==> src/rtl/cam_cfg_pkg.sv <==
// Shared types and constants for the OV7670 configuration sequencer.
// Holds the FSM states, table markers and camera register addresses.
package cam_cfg_pkg;

  typedef enum logic [3:0] {
    S_IDLE,
    S_PWR,
    S_BOOT,
    S_FETCH,
    S_DECODE,
    S_ISSUE,
    S_WAIT_I2C,
    S_WAIT,
    S_DONE,
    S_ERROR
  } state_e;

  localparam logic [15:0] END_MARK   = 16'hFFFF;
  localparam logic [15:0] DELAY_MARK = 16'hFFF0;

  localparam logic [7:0] CLKRC = 8'h11;
  localparam logic [7:0] COM7  = 8'h12;
  localparam logic [7:0] COM3  = 8'h0C;
  localparam logic [7:0] COM10 = 8'h15;
  localparam logic [7:0] TSLB  = 8'h3A;
  localparam logic [7:0] COM14 = 8'h3E;
  localparam logic [7:0] COM15 = 8'h40;

  function automatic int max3(int a, int b, int c);
    int m;
    m = (a > b) ? a : b;
    return (m > c) ? m : c;
  endfunction

endpackage

==> src/rtl/cam_config_rom.sv <==
// Default OV7670 register table, synchronous read with 1-cycle latency.
// Entry 0 soft-resets the sensor and is followed by a settle delay.
module cam_config_rom
  import cam_cfg_pkg::*;
#(
  parameter int AW = 7
) (
  input  logic          clk,
  input  logic [AW-1:0] i_addr,
  output logic [15:0]   o_data
);

  logic [15:0] w_data;

  always_comb begin
    w_data = END_MARK;
    case (int'(i_addr))
      0:       w_data = {COM7, 8'h80};
      1:       w_data = DELAY_MARK;
      2:       w_data = {CLKRC, 8'h01};
      3:       w_data = {COM7, 8'h04};
      4:       w_data = {COM15, 8'hD0};
      5:       w_data = {COM3, 8'h00};
      6:       w_data = {COM14, 8'h00};
      7:       w_data = {TSLB, 8'h04};
      8:       w_data = {COM10, 8'h02};
      default: w_data = END_MARK;
    endcase
  end

  always_ff @(posedge clk) begin
    o_data <= w_data;
  end

endmodule

==> src/rtl/cam_config_sequencer.sv <==
// Powers up the OV7670 and streams its register table to the SCCB master.
// One shared down-counter times the power, boot and delay-marker waits.
module cam_config_sequencer
  import cam_cfg_pkg::*;
#(
  parameter logic [7:0] DEV_ADDR     = 8'h42,
  parameter int         TABLE_DEPTH  = 128,
  parameter int         RST_HOLD_CYC = 100_000,
  parameter int         BOOT_CYC     = 300_000,
  parameter int         DELAY_CYC    = 1_000_000,
  parameter int         MAX_RETRY    = 3,
  parameter bit         INT_ROM      = 1'b0,
  localparam int        AW           = $clog2(TABLE_DEPTH)
) (
  input  logic          clk,
  input  logic          reset_,
  input  logic          start,
  output logic [AW-1:0] rom_addr,
  input  logic [15:0]   rom_data,
  output logic          i2c_valid,
  input  logic          i2c_ready,
  output logic [7:0]    i2c_dev,
  output logic [7:0]    i2c_reg,
  output logic [7:0]    i2c_wdata,
  input  logic          i2c_done,
  input  logic          i2c_nack,
  output logic          cam_pwdn,
  output logic          cam_rst_n,
  output logic          busy,
  output logic          done,
  output logic          error,
  output logic [7:0]    index
);

  localparam int IW = AW + 1;
  localparam int CW = $clog2(max3(RST_HOLD_CYC, BOOT_CYC, DELAY_CYC) + 1);
  localparam int RW = $clog2(MAX_RETRY + 2);

  state_e        r_state, w_next;
  logic [CW-1:0] r_cnt;
  logic [IW-1:0] r_idx;
  logic [RW-1:0] r_retry;
  logic [7:0]    r_reg, r_val;
  logic          r_done, r_err;
  logic [15:0]   w_rom;
  logic          w_cnt_zero, w_end;

  generate
    if (INT_ROM) begin : g_rom
      cam_config_rom #(.AW(AW)) u_rom (
        .clk    (clk),
        .i_addr (rom_addr),
        .o_data (w_rom)
      );
    end else begin : g_ext
      assign w_rom = rom_data;
    end
  endgenerate

  assign w_cnt_zero = (r_cnt == '0);
  // Running past the last slot is handled as an END marker.
  assign w_end = (r_idx == IW'(TABLE_DEPTH)) || (w_rom == END_MARK);

  always_comb begin
    w_next = r_state;
    unique case (r_state)
      S_IDLE, S_DONE, S_ERROR: if (start) w_next = S_PWR;
      S_PWR:    if (w_cnt_zero) w_next = S_BOOT;
      S_BOOT:   if (w_cnt_zero) w_next = S_FETCH;
      S_FETCH:  w_next = S_DECODE;
      S_DECODE: begin
        if (w_end)                    w_next = S_DONE;
        else if (w_rom == DELAY_MARK) w_next = S_WAIT;
        else                          w_next = S_ISSUE;
      end
      S_ISSUE:  if (i2c_ready) w_next = S_WAIT_I2C;
      S_WAIT_I2C: begin
        if (i2c_done) begin
          if (!i2c_nack)                     w_next = S_FETCH;
          else if (r_retry < RW'(MAX_RETRY)) w_next = S_ISSUE;
          else                               w_next = S_ERROR;
        end
      end
      S_WAIT:   if (w_cnt_zero) w_next = S_FETCH;
      default:  w_next = S_IDLE;
    endcase
  end

  always_ff @(posedge clk) begin
    if (reset_) begin
      r_state <= S_IDLE;
      r_cnt   <= '0;
      r_idx   <= '0;
      r_retry <= '0;
      r_reg   <= '0;
      r_val   <= '0;
      r_done  <= 1'b0;
      r_err   <= 1'b0;
    end else begin
      r_state <= w_next;
      // Load N-1 on entry so the wait state lasts exactly N cycles.
      if (w_next != r_state) begin
        unique case (w_next)
          S_PWR:   r_cnt <= CW'(RST_HOLD_CYC - 1);
          S_BOOT:  r_cnt <= CW'(BOOT_CYC - 1);
          S_WAIT:  r_cnt <= CW'(DELAY_CYC - 1);
          default: ;
        endcase
      end else if (!w_cnt_zero) begin
        r_cnt <= r_cnt - CW'(1);
      end
      unique case (r_state)
        S_IDLE, S_DONE, S_ERROR: begin
          if (start) begin
            r_done  <= 1'b0;
            r_err   <= 1'b0;
            r_idx   <= '0;
            r_retry <= '0;
          end
        end
        S_DECODE: begin
          if (w_next == S_ISSUE) begin
            r_reg <= w_rom[15:8];
            r_val <= w_rom[7:0];
          end else if (w_next == S_DONE) begin
            r_done <= 1'b1;
          end
        end
        S_WAIT_I2C: begin
          if (i2c_done) begin
            if (!i2c_nack) begin
              r_idx   <= r_idx + IW'(1);
              r_retry <= '0;
            end else if (w_next == S_ISSUE) begin
              r_retry <= r_retry + RW'(1);
            end else begin
              r_err <= 1'b1;
            end
          end
        end
        S_WAIT:  if (w_cnt_zero) r_idx <= r_idx + IW'(1);
        default: ;
      endcase
    end
  end

  assign rom_addr  = r_idx[AW-1:0];
  assign i2c_valid = (r_state == S_ISSUE);
  assign i2c_dev   = DEV_ADDR;
  assign i2c_reg   = r_reg;
  assign i2c_wdata = r_val;
  assign cam_pwdn  = (r_state == S_IDLE);
  assign cam_rst_n = (r_state != S_IDLE) && (r_state != S_PWR);
  assign busy      = (r_state != S_IDLE) && (r_state != S_DONE)
                  && (r_state != S_ERROR);
  assign done      = r_done;
  assign error     = r_err;
  assign index     = 8'(r_idx);

endmodule
==> config.mk <==
export PLATFORM = sky130hd
export DESIGN_NAME = cam_config_sequencer
export DESIGN_NICKNAME = d
export VERILOG_FILES = /design/src/rtl/cam_cfg_pkg.sv /design/src/rtl/cam_config_rom.sv /design/src/rtl/cam_config_sequencer.sv
export SDC_FILE = /design/constraint.sdc
export NUM_CORES = 1
export LEC_CHECK = 0
export CORE_ASPECT_RATIO = 0.7
export CORE_UTILIZATION = 26
export DETAILED_ROUTE_END_ITERATION = 8
export PLACE_DENSITY = 0.49
export SYNTH_ARGS = -nofsm -noshare
export SYNTH_HDL_FRONTEND = slang
export SYNTH_SLANG_ARGS = --single-unit
==> constraint.sdc <==
create_clock -name clk -period 8.25 [get_ports clk]
set_input_delay 1.65 -clock clk [delete_from_list [all_inputs] [get_ports clk]]
set_output_delay 1.65 -clock clk [all_outputs]
set_load 0.05 [all_outputs]
; Word level (Yosys, flattened, before mapping)
; Index checks and enable logic that the tools add are counted.
[totals]
register_bits = 53
in_bits = 22
output_inout_bits = 45
[op_classes]
addsub = 3
magnitude_cmp = 1
n_eq_ne = 32
mux = 31
n_reduce_logical = 18
[ops]
columns = op, n
row1 = 20-bit one-hot mux with 3 select lines, 1
row2 = 20-bit two-way mux, 2
row3 = "16-bit equality test, second input constant", 2
row4 = 4-bit two-way mux, 8
row5 = 8-bit two-way mux, 4
row6 = 4-bit one-hot mux with 7 select lines, 1
row7 = "4-bit by 3-bit equality test with 1-bit output, second input constant", 6
row8 = 8-bit one-hot mux with 3 select lines, 1
row9 = 20-bit zero test, 1
row10 = "20-bit by 1-bit subtractor with 20-bit output, second input constant", 1
row11 = "2-bit != test, second input constant", 8
row12 = "4-bit by 2-bit equality test with 1-bit output, second input constant", 3
row13 = "4-bit equality test, second input constant", 3
row14 = 3-bit two-way mux, 4
row15 = 5-bit AND reduction, 2
row16 = "8-bit by 1-bit adder with 8-bit output, second input constant", 1
row17 = "4-bit by 1-bit equality test with 1-bit output, second input constant", 2
row18 = "8-bit equality test, second input constant", 1
row19 = "4-bit by 1-bit != test with 1-bit output, second input constant", 2
row20 = "4-bit != test, second input constant", 2
row21 = 4-bit AND reduction, 2
row22 = 1-bit two-way mux, 6
row23 = 3-bit one-hot mux with 2 select lines, 1
row24 = 4-bit zero test, 1
row25 = other kinds (15), 20

; Depth between registers and ports, before layout
[logic_depth]
word_depth = 10
ltp_mapped = 11
ltp_nobuf = 10

; Worst setup path before layout
; Ideal clock, no wire load.
[synth_path]
path_type = input -> register
from = input port rom_data[14]
to = register r_cnt[5]
setup_time_ps = 116
arrival_time_ps = 3868
required_time_ps = 8134
slack_ps = 4266
cell_stages = 9
cell_sequence = nand4_1 -> nor4_4 -> o221ai_2 -> nor3_4 -> and4b_1 -> or4_4 -> buf_6 -> and2_4 -> o211a_1
[synth_via]
elab_chain_cells = 7
word_cells_on_any_way = 15
cone_classes = eq/ne: 8 / mux: 5 / reduce/logical: 2
[synth_lines]
columns = item, line_no
row1 = "start, declared", cam_config_sequencer.sv:19  ; input logic [15:0] rom_data,
row2 = 16-bit equality test (on tied branches), "cam_config_sequencer.sv:73, cam_config_sequencer.sv:62"
row3 = 2-bit two-way mux or 1-bit logical OR (tied branches), "cam_config_sequencer.sv:73, cam_config_sequencer.sv:62"
row4 = 4-bit two-way mux (*), cam_config_sequencer.sv:72  ; if (w_end) w_next = S_DONE;
row5 = 4-bit one-hot mux with 7 select lines (*), cam_config_sequencer.sv:66  ; unique case (r_state)
row6 = 4-bit by 3-bit equality test with 1-bit output (tied with other cells), cam_config_sequencer.sv:103  ; unique case (w_next)
row7 = 20-bit one-hot mux with 3 select lines (tied with other cells), cam_config_sequencer.sv:103
row8 = 20-bit two-way mux or 2-bit AND reduction (tied branches), -
row9 = "end signal, assigned", cam_config_sequencer.sv:104  ; S_PWR: r_cnt <= CW'(RST_HOLD_CYC - 1);
row10 = "end signal, assigned", cam_config_sequencer.sv:105  ; S_BOOT: r_cnt <= CW'(BOOT_CYC - 1);
row11 = "end signal, assigned", cam_config_sequencer.sv:106  ; S_WAIT: r_cnt <= CW'(DELAY_CYC - 1);
row12 = "end, declared", cam_config_sequencer.sv:40  ; logic [CW-1:0] r_cnt;
; Mark *: on every way between the ends. The rest lies on a longest branch, timed or not. The select of a mux whose other input is x is not followed.
; A chain may end at the register's enable or synchronous reset.

; Worst setup path in the final report
[layout_path]
from = input port rom_data[0]
to = register r_cnt[19]
; Same word-level chain as after synthesis.

==> run metrics <==
synth warn=0; Residual DRC=0; main combinational cell family by area after synthesis=simple AND/OR/NAND/NOR gates; Synth async-reset ratio=0; net switching power=0.580 mW; Clk Latency, worst-skew pair=around 0.30 ns; pin count of the biggest net entering global routing=42; Synth top area share=0.327; Synth Cell Area=3240 µm²; Worst Tran Pin Value=0.895 ns; Max FO, Critical Path=20; CTS root buf=clkbuf_16; Setup Fix Bufs, Post-CTS=0; CP Data Arrival Time=just under 5 ns; Layout area overhead=25.0%; post_cts resized=0; hold_buf cts=0; Leak=between 1.5 and 2 nW; Logic pwr share=0.531; Syn Inst Count=approximately 390; CTS tree=done; leading area contributor after synthesis=dfxtp_1; Pwr Total=roughly 1.3 mW; Synth Area in XOR/XNOR=0.0243; PortBufs=58; chip height=around 95 µm; highest clock rate=roughly 0.21 GHz; Num Clock Sinks=53; mux contribution to synthesized area=0.0591; most flop-heavy register=r_cnt; distinct cell type count after synthesis=76; Min-Delay Path Class=flop to flop; Post-synth EDFFs=0; CTS buffer count=5; Synth Area in Simple Gates=0.322; DP HPWL=about 6700 µm; Tmin final=4.68 ns; Post-Synth Adder-Cell Area=0.0154; DR iter-0 viols=between 100 and 150; vias in the first global route=roughly 2800; run status=completed; synthesis-stage register bit count=53; aggregate global-route resource usage=0.144; Setup crit end kind=flop; die outline area=12900 µm²; Reg clk slew, reported paths=0.08 ns; Crit Path Class=primary input to flop; Internal Power=slightly above 0.7 mW; first-pass GRT wire length=between 10000 and 15000 µm; routed vias=around 3000; clk buf depth=2; register area share after synthesis=0.327; Cell Rows=33; top-level port count=67; Reg power frac=0.280; CP required=8.45 ns; compound-gate portion of the synthesized area=0.174; Setup-failing EPs final=0; most area-consuming cells after synthesis=dfxtp_1, nor2_1, mux2i_1; Final Hold Fails=0; syn avg cell area=8.40 µm²; GRT overflow=0; Slew Limit Fails=0; Ant. Diodes=0; Primary FF master, synth=dfxtp_1; number of flip-flops in the largest register=20; final wirelength=between 8000 and 9000 µm; nets=around 460; TritonRoute pass-1 iters=4; Max-cap violations=0; Routed wire per std cell=between 10 and 15 µm; Die Width=between 100 and 150 µm; Setup crit start kind=primary input; slew margin rel.=0.402; setup clock skew after layout=0.00829 ns; GP Congestion=roughly 0.83; Setup TNS=0 ns; Initial Utilization=0.272; switch share=0.450; H-tree levels=2; ANT nets after route=0; Max IR drop VDD=130 µV; layout cells sized above 1=0.109; number of antenna violations at the first check in global routing=0; RSZ-0062 raised after global routing=false; post-route clock period utilization=0.567; Clk network pwr share=0.189; core area=about 12000 µm²; Pwr Density=around 320 nW/µm²; vias per cell=around 5.1
-- layout by cell type (no fill, tap or decap), types with 6 or more instances in the layout --
| cell type | instances |
|---|---|
| nor4_1 | 8 |
| clkdlybuf4s50_1 | 58 |
| nand4_1 | 7 |
| mux2i_1 | 18 |
| nand2_1 | 29 |
| a21oi_1 | 21 |
| inv_1 | 16 |
| nand3_1 | 7 |
| o21ai_0 | 11 |
| conb_1 | 8 |
| nor2_1 | 50 |
| nor3_1 | 14 |
| xnor2_1 | 6 |
| dfxtp_1 | 53 |
-- metal layers --
metal	global-route usage	vias up	share of wire
met5	0	-	0
met4	0.0375	0	0.0080
met3	0.0383	6	0.061
met2	0.198	76	0.38
li1	-	1488	-
met1	0.214	1427	0.55
-- cell usage after synthesis, types with 4 or more instances --
cell and instances:
nand2_1 29, a211oi_1 5, or3_1 5, mux2i_1 18, nor4_1 9, buf_4 18
nor3b_1 5, dfxtp_1 53, nand3_1 7, nor2_1 50, buf_2 5, nor4_2 4
o21ai_0 11, inv_1 16, nor3_1 14, xnor2_1 6, nand4_1 7, a31oi_1 5
ha_1 4, a21oi_1 21, o21a_1 4, clkbuf_1 4
-- area by class of cell --
cell class,instances,area (µm²)
clock buffer,6,129
clock inverter,2,38.8
fill,1240,7880
inverter,16,60.1
multi-input combinational,295,1960
sequential,53,1060
tap,157,196
timing repair buffer,61,603
-- final timing paths --
kind	from	to	slack, ns	depth (start not counted)
worst max register to register	r_cnt[0]	i2c_wdata[5]	4.50	10
worst max-delay path	rom_data[0]	r_cnt[19]	3.57	10
worst min register to register	done	done	0.46	2
worst min-delay path	done	done	0.46	2
-- per-stage QoR --
| stage | util | instances | setup slack (ns) | hold WS, ns | instance area [µm²] |
|---|---|---|---|---|---|
| after floorplan | - | 392 | 4.27 | 0.449 | 3260 |
| final | 0.339 | 590 | 3.57 | 0.459 | 4050 |
| after CTS | 0.339 | 590 | 3.62 | 0.473 | 4050 |
| after global placement | 0.325 | 582 | 3.35 | 0.449 | 3880 |
| after detailed placement | 0.325 | 582 | 3.33 | 0.463 | 3880 |
| after global routing | 0.339 | 590 | 3.46 | 0.478 | 4050 |
-- power by group through the flow --
stage	clock, mW	combinational, mW	sequential (mW)
after detailed placement	0	0.681	0.365
after CTS	0.249	0.684	0.359
after floorplan	0	0.550	0.344
after global routing	0.262	0.754	0.369
final	0.244	0.684	0.360
after global placement	0	0.672	0.365
-- critical path, cell delays in order --
cell and delay [ns]:
clkdlybuf4s50_1 0.44, nor4_1 0.44, nor4b_1 0.57, a21oi_1 0.22
xnor2_1 0.26, nor4_2 0.06, buf_4 0.21, or4_4 0.60
and2_4 0.21, o211a_1 0.20
-- logic make-up (layout without fill, tap and decap cells) --
group	after synthesis	after routing
AOI/OAI and AO/OA	80	80
xor gates and xnor gates	9	9
adders and majority gates	4	4
buffers and inverters	44	85
DFF	53	53
muxes	19	19
other	2	8
and+or+nand+nor	175	175
No activity file was read; power rests on OpenSTA's default activity.
